==> src/rtl/score_text_renderer.sv <==
// Bottom-of-frame 2x80 text HUD: beam position -> char RAM read -> font ROM lookup -> pixel colour.
// Three-stage pipeline advancing on pix_ce; `STATUS_BLINK_EN adds a frame counter that blinks the status field.
module score_text_renderer #(
    parameter int         PANEL_Y0 = 448,
    parameter int         COLS     = 80,
    parameter logic [3:0] FG_R     = 4'hF,
    parameter logic [3:0] FG_G     = 4'hF,
    parameter logic [3:0] FG_B     = 4'h0
) (
    input  logic        Clk,
    input  logic        Reset,
    input  logic        pix_ce,
    input  logic [9:0]  DrawX,
    input  logic [9:0]  DrawY,
    input  logic        blank_in,
    input  logic        hs_in,
    input  logic        vs_in,
    input  logic        win,
    input  logic        lose,
    output logic [7:0]  read_address,
    input  logic [7:0]  ram_data,
    output logic [10:0] font_addr,
    input  logic [7:0]  font_data,
    output logic        text_on,
    output logic [3:0]  Red,
    output logic [3:0]  Green,
    output logic [3:0]  Blue,
    output logic        blank_out,
    output logic        hs_out,
    output logic        vs_out
);

    localparam logic [9:0] Y_LO   = 10'(PANEL_Y0);
    localparam logic [9:0] Y_HI   = 10'(PANEL_Y0 + 32);
    localparam logic [9:0] X_HI   = 10'd640;
    localparam logic [7:0] COLS_W = 8'(COLS);

    // Stage 0 next-state
    logic       in_panel_d;
    logic [4:0] dy_d;
    logic [7:0] addr_d;

    assign in_panel_d = (DrawY >= Y_LO) && (DrawY < Y_HI) && (DrawX < X_HI);
    // Only the low 5 bits of the panel-relative row are ever needed.
    assign dy_d       = DrawY[4:0] - Y_LO[4:0];
    assign addr_d     = in_panel_d ? ({1'b0, DrawX[9:3]} + (dy_d[4] ? COLS_W : 8'd0)) : 8'd0;

    // Stage 0 registers
    logic [7:0] addr_q;
    logic [3:0] glyph_row_q;
    logic [2:0] bit_idx0_q;
    logic       in_panel_q, blank0_q, hs0_q, vs0_q;

    // Stage 1 registers
    logic [10:0] font_addr_q;
    logic        vis_q;
    logic [2:0]  bit_idx1_q;
    logic        blank1_q, hs1_q, vs1_q;

    // Stage 2 registers
    logic       text_on_q;
    logic [3:0] red_q, green_q, blue_q;
    logic       blank2_q, hs2_q, vs2_q;

    logic blink_off;

`ifdef STATUS_BLINK_EN
    logic [5:0] frame_cnt_q;
    logic       vs_prev_q;

    always_ff @(posedge Clk or negedge Reset) begin
        if (!Reset) begin
            frame_cnt_q <= 6'd0;
            vs_prev_q   <= 1'b1;
        end else if (pix_ce) begin
            vs_prev_q <= vs_in;
            if (vs_prev_q && !vs_in)
                frame_cnt_q <= frame_cnt_q + 6'd1;
        end
    end

    // addr_q is the address whose data is on ram_data during stage 1.
    assign blink_off = (win || lose) && frame_cnt_q[5] && (addr_q >= 8'd105) && (addr_q <= 8'd121);
`else
    logic unused_status;
    assign unused_status = win ^ lose;
    assign blink_off     = 1'b0;
`endif

    logic vis_d, pix_bit_d, text_on_d;
    assign vis_d     = in_panel_q && (ram_data >= 8'h20) && (ram_data <= 8'h7E) && !blink_off;
    assign pix_bit_d = font_data[3'd7 - bit_idx1_q];
    assign text_on_d = vis_q && pix_bit_d && blank1_q;

    always_ff @(posedge Clk or negedge Reset) begin
        if (!Reset) begin
            addr_q      <= 8'd0;
            glyph_row_q <= 4'd0;
            bit_idx0_q  <= 3'd0;
            in_panel_q  <= 1'b0;
            blank0_q    <= 1'b0;
            hs0_q       <= 1'b1;
            vs0_q       <= 1'b1;
            font_addr_q <= 11'd0;
            vis_q       <= 1'b0;
            bit_idx1_q  <= 3'd0;
            blank1_q    <= 1'b0;
            hs1_q       <= 1'b1;
            vs1_q       <= 1'b1;
            text_on_q   <= 1'b0;
            red_q       <= 4'd0;
            green_q     <= 4'd0;
            blue_q      <= 4'd0;
            blank2_q    <= 1'b0;
            hs2_q       <= 1'b1;
            vs2_q       <= 1'b1;
        end else if (pix_ce) begin
            addr_q      <= addr_d;
            glyph_row_q <= dy_d[3:0];
            bit_idx0_q  <= DrawX[2:0];
            in_panel_q  <= in_panel_d;
            blank0_q    <= blank_in;
            hs0_q       <= hs_in;
            vs0_q       <= vs_in;

            font_addr_q <= {ram_data[6:0], glyph_row_q};
            vis_q       <= vis_d;
            bit_idx1_q  <= bit_idx0_q;
            blank1_q    <= blank0_q;
            hs1_q       <= hs0_q;
            vs1_q       <= vs0_q;

            text_on_q   <= text_on_d;
            red_q       <= text_on_d ? FG_R : 4'd0;
            green_q     <= text_on_d ? FG_G : 4'd0;
            blue_q      <= text_on_d ? FG_B : 4'd0;
            blank2_q    <= blank1_q;
            hs2_q       <= hs1_q;
            vs2_q       <= vs1_q;
        end
    end

    assign read_address = addr_q;
    assign font_addr    = font_addr_q;
    assign text_on      = text_on_q;
    assign Red          = red_q;
    assign Green        = green_q;
    assign Blue         = blue_q;
    assign blank_out    = blank2_q;
    assign hs_out       = hs2_q;
    assign vs_out       = vs2_q;

endmodule

==> config.mk <==
export PLATFORM = sky130hd
export DESIGN_NAME = score_text_renderer
export DESIGN_NICKNAME = d
export VERILOG_FILES = /design/src/rtl/score_text_renderer.sv
export SDC_FILE = /design/constraint.sdc
export NUM_CORES = 1
export LEC_CHECK = 0
export ABC_AREA = 1
export CAP_MARGIN = 20
export CORE_MARGIN = 1.5
export CORE_UTILIZATION = 42
export CTS_BUF_LIST = sky130_fd_sc_hd__clkbuf_8 sky130_fd_sc_hd__clkbuf_16
export DETAILED_ROUTE_END_ITERATION = 8
export GPL_TIMING_DRIVEN = 0
export HOLD_SLACK_MARGIN = 0.03
export PLACE_DENSITY = 0.79
export SLEW_MARGIN = 30
export SYNTH_ARGS = -nofsm -noshare
export SYNTH_HDL_FRONTEND = slang
export SYNTH_SLANG_ARGS = --single-unit
==> constraint.sdc <==
create_clock -name Clk -period 1.25 [get_ports Clk]
set_input_delay 0.25 -clock Clk [delete_from_list [all_inputs] [get_ports Clk]]
set_output_delay 0.25 -clock Clk [all_outputs]
set_load 0.02 [all_outputs]
==> results list <==
* Die X-Extent: 69.9 microns
- Tot Pwr: 3280 uW
* Final design utilization: approximately 66%
- Share of synthesized cell area in and, or, nand and nor gates: between 20% and 30%
- Clock latency of the later-clocked register in the worst-skew pair: ~280 ps
- For this run, the post-layout net count is 346.
* Number of DRC markers in iteration 0: between 40 and 50
- Counting flops with a built-in enable in the synthesized netlist gives 0.
- Total track usage: between 10% and 20%
- Counting every sink on the clock net gives 41.
- First-pass GRT wire length: 7130 microns
- Share of final-layout standard cells stronger than drive strength 1: 21.3%
- PD cells: between 1000 and 1500 nW/um^2
* Maximum level of the CTS H-tree: 2
* Residual DRC: 0
* Area post-placement: between 2000 and 3000 sq um
- Routability congestion estimate: 0.782
- The analysis attributes to cell leakage a power of roughly 0.0015 uW.
- Leading register cell type out of synthesis: sky130_fd_sc_hd__dfrtp_1
- Area used by multi-input combinational logic: about 670 sq um
* Die outline area: ~4900 sq um
- Clock Skew: 4.36 ps
- slightly below 80 I/O pins were placed.
- Fraction of the mapped netlist area in compound gates: about 5%
- The number of antenna diodes in the final layout is 0.
* Number of vias per cell: around 4.6
- Synthesized area divided by synthesized cell count: 8.83 sq um
* Maximum net fanout on the critical path: 4
- Summing every instance area after synthesis gives ~1900 sq um.
- The worst register-to-register path ends at Green[2].
* ANT nets after route: 0
- Clock-pin slew was measured on the worst setup and hold paths at 80 ps.
* Critical path startpoint category: flip-flop
- The first detailed-routing pass took 4 iterations.
- Area growth from synthesis to layout: 52.3%
* Final worst-path cycle share: 107%
- CTS tree: done
* Storage element area: about 1000 sq um
* Number of cells on the worst reg-to-reg path: 7
- Largest voltage drop on the vdd net: just over 0.0007 V
* Count of state elements after synthesis: 41
* Total number of placement rows: 24
* Hold violation count in the final report: 0
- Combinational family with the most area after synthesis: simple AND/OR/NAND/NOR gates
- Total core area: between 4000 and 5000 sq um
- In this run, distinct cell masters in the synthesized netlist total 24.
* CTS Root Cell: sky130_fd_sc_hd__clkbuf_8
- Y dimension of the die: about 70 microns
- Period minus WS final: about 1300 ps
* Max Buffers Root-to-Sink: 2
- Launch point of the critical path: Green[2]
- Setup repair after global routing could not meet its margin everywhere.
- Via Count: 1632
- Multiplexer fraction of the synthesized cell area: 0%
- Summing the areas of all xor and xnor instances in the mapped netlist gives less than 1% of the synthesized area.
- Total wirelength of the detailed-routed design: between 4000 and 5000 microns
- Vias in the first global route: between 1.5k and 2k
- Based on the critical path, the design can be clocked at up to 747 MHz.
- Summing the sequential cell areas from Yosys gives approximately 55% of the chip area.
* Number of max-cap violations: 0
- Number of filler cells placed in the layout: between 300 and 400
- The Yosys step of the flow raised 0 warnings.
- At the pin with the least slew margin, the transition time is 552 ps.
- In this run the register-to-register setup slack is between 200 and 250 ps.
- Once the floorplan was initialized, standard cells occupied a little over two fifths of the core.
- The tightest min-delay check is of the in2reg type.
- Data on the critical path arrives at its endpoint at roughly 1100 ps.
- Final WS setup: -88.5 ps
* Setup violators final: 7
- The critical path in this run is classified as reg2out.
- After detailed routing, the average wire length per cell comes to 11.6 microns.
- Endpoint type of the worst setup path: primary output
- TritonCTS buffer count: 5
* Start of the worst register-to-register path: bit_idx1_q[0]
- Following the worst setup path forward leads to its endpoint at Red[1].
- Post-DP HPWL: roughly 3100 microns
* Max-slew headroom: approximately 63%
* Grt total ovfl: 0
- Violated checks: negative setup slack
* Post-route design area: between 2000 and 3000 sq um
* Gate count of the mapped netlist: 213
- Synth Area in Adders: under 10%
* Pins over their slew limit: 0
- Number of antenna violations at the first check in global routing: 0
- Input and output buffers added on the ports amount to 71.
* Required time at the worst-slack endpoint: 1000 ps
- Pin count of the biggest net entering global routing: 24
- Result of the run: complete, but fails checks
* Share of flip-flops with an asynchronous set or reset after synthesis: 100%
worst max-delay path: stages (launching register included):
cell                      delay (ps)
sky130_fd_sc_hd__dfrtp_2         440
sky130_fd_sc_hd__buf_6           140
sky130_fd_sc_hd__buf_6           110
sky130_fd_sc_hd__buf_6           120
power by group:
part           switching [uW]  total (uW)  internal [uW]
combinational             335         682            347
clock                     442        1090            649
sequential               57.8        1500           1450
total                     835        3280           2440
area by class of cell:
type                       instances  share of cell area, %
clock inverter                     2                   1.31
multi-input combinational        145                   23.3
buffer                            19                   6.07
sequential                        41                   36.1
timing repair buffer              77                   26.8
tap                               52                   2.27
clock buffer                       6                   2.88
inverter                          10                   1.31
cell families (layout without fill, tap and decap cells):
group,after synthesis,in the layout
AO/OA/AOI/OAI,16,16
XOR/XNOR,1,1
adder cells (fa/ha/maj),3,3
buffers and inverters,30,114
flip-flops,41,41
other,1,4
AND/OR/NAND/NOR,121,121
placed cells by master, fill, tap and decap left out, types with 3 or more instances in the layout:
cell type	count
sky130_fd_sc_hd__buf_6	23
sky130_fd_sc_hd__buf_2	6
sky130_fd_sc_hd__clkdlybuf4s15_1	16
sky130_fd_sc_hd__dfrtp_1	34
sky130_fd_sc_hd__nand3_1	12
sky130_fd_sc_hd__inv_1	9
sky130_fd_sc_hd__nand2_1	100
sky130_fd_sc_hd__clkbuf_2	4
sky130_fd_sc_hd__o21ai_0	11
sky130_fd_sc_hd__clkbuf_8	6
sky130_fd_sc_hd__conb_1	4
sky130_fd_sc_hd__clkdlybuf4s50_1	39
sky130_fd_sc_hd__buf_4	6
sky130_fd_sc_hd__dfstp_2	6
sky130_fd_sc_hd__ha_1	3
registers in the layout (all words and copies together), names as in the netlist, 3 cells and up:
register,cells
font_addr,11
read_address,8
glyph_row_q,4
bit_idx0_q,3
bit_idx1_q,3
how the worst min path moves through the flow:
stage          startpoint              end  slack [ps]  cells past startpoint
4_1_cts            pix_ce    bit_idx1_q[2]         220                      2
3_3_place_gp       vs_out           vs_out         450                      2
5_1_grt            pix_ce    bit_idx1_q[2]         240                      2
6_report           pix_ce    bit_idx1_q[2]         220                      2
3_5_place_dp        Reset  read_address[3]         270                      1
2_1_floorplan       Reset         Green[2]         -50                      0
per-stage QoR:
step                worst slack (ps)  cells  setup TNS (ps)  hold slack, ps
CTS                             -126    352            -815             216
global route                    -118    352            -815             244
finish                         -88.5    352            -590             222
floorplan                        243    216               0           -45.6
detailed placement              -280    340           -3620             270
global placement               -1080    339          -45030             448
what timing repair did:
item	CTS	global route
endpoints found under the hold margin	22	0
buffers inserted	4	0
pin swaps	0	1
endpoints found under the setup margin	31	25
gates resized for setup	84	32
hold buffers	1	0
Yosys cell counts (2+ instances only):
| cell | instances | area [sq um] |
|---|---|---|
| sky130_fd_sc_hd__nand2_1 | 100 | 375 |
| sky130_fd_sc_hd__dfrtp_1 | 35 | 876 |
| sky130_fd_sc_hd__buf_4 | 12 | 90.1 |
| sky130_fd_sc_hd__nand3_1 | 12 | 60.1 |
| sky130_fd_sc_hd__o21ai_0 | 11 | 55.1 |
| sky130_fd_sc_hd__inv_1 | 9 | 33.8 |
| sky130_fd_sc_hd__dfstp_2 | 6 | 158 |
| sky130_fd_sc_hd__buf_2 | 4 | 20.0 |
| sky130_fd_sc_hd__buf_6 | 4 | 45.0 |
| sky130_fd_sc_hd__ha_1 | 3 | 37.5 |
| sky130_fd_sc_hd__nand4_1 | 2 | 12.5 |
| sky130_fd_sc_hd__nor2_1 | 2 | 7.51 |
| sky130_fd_sc_hd__o21ai_2 | 2 | 17.5 |
per-layer routing:
| layer | vias up | part of all wire (%) | track usage, % |
|---|---|---|---|
| li1 | 821 | - | - |
| met1 | 758 | 42 | 21.4 |
| met2 | 49 | 52 | 32.2 |
| met3 | 4 | 5.1 | 3.75 |
| met4 | 0 | 0.76 | 4.49 |
| met5 | - | 0 | 0 |
Note: power is estimated with default switching activity, not from simulation.
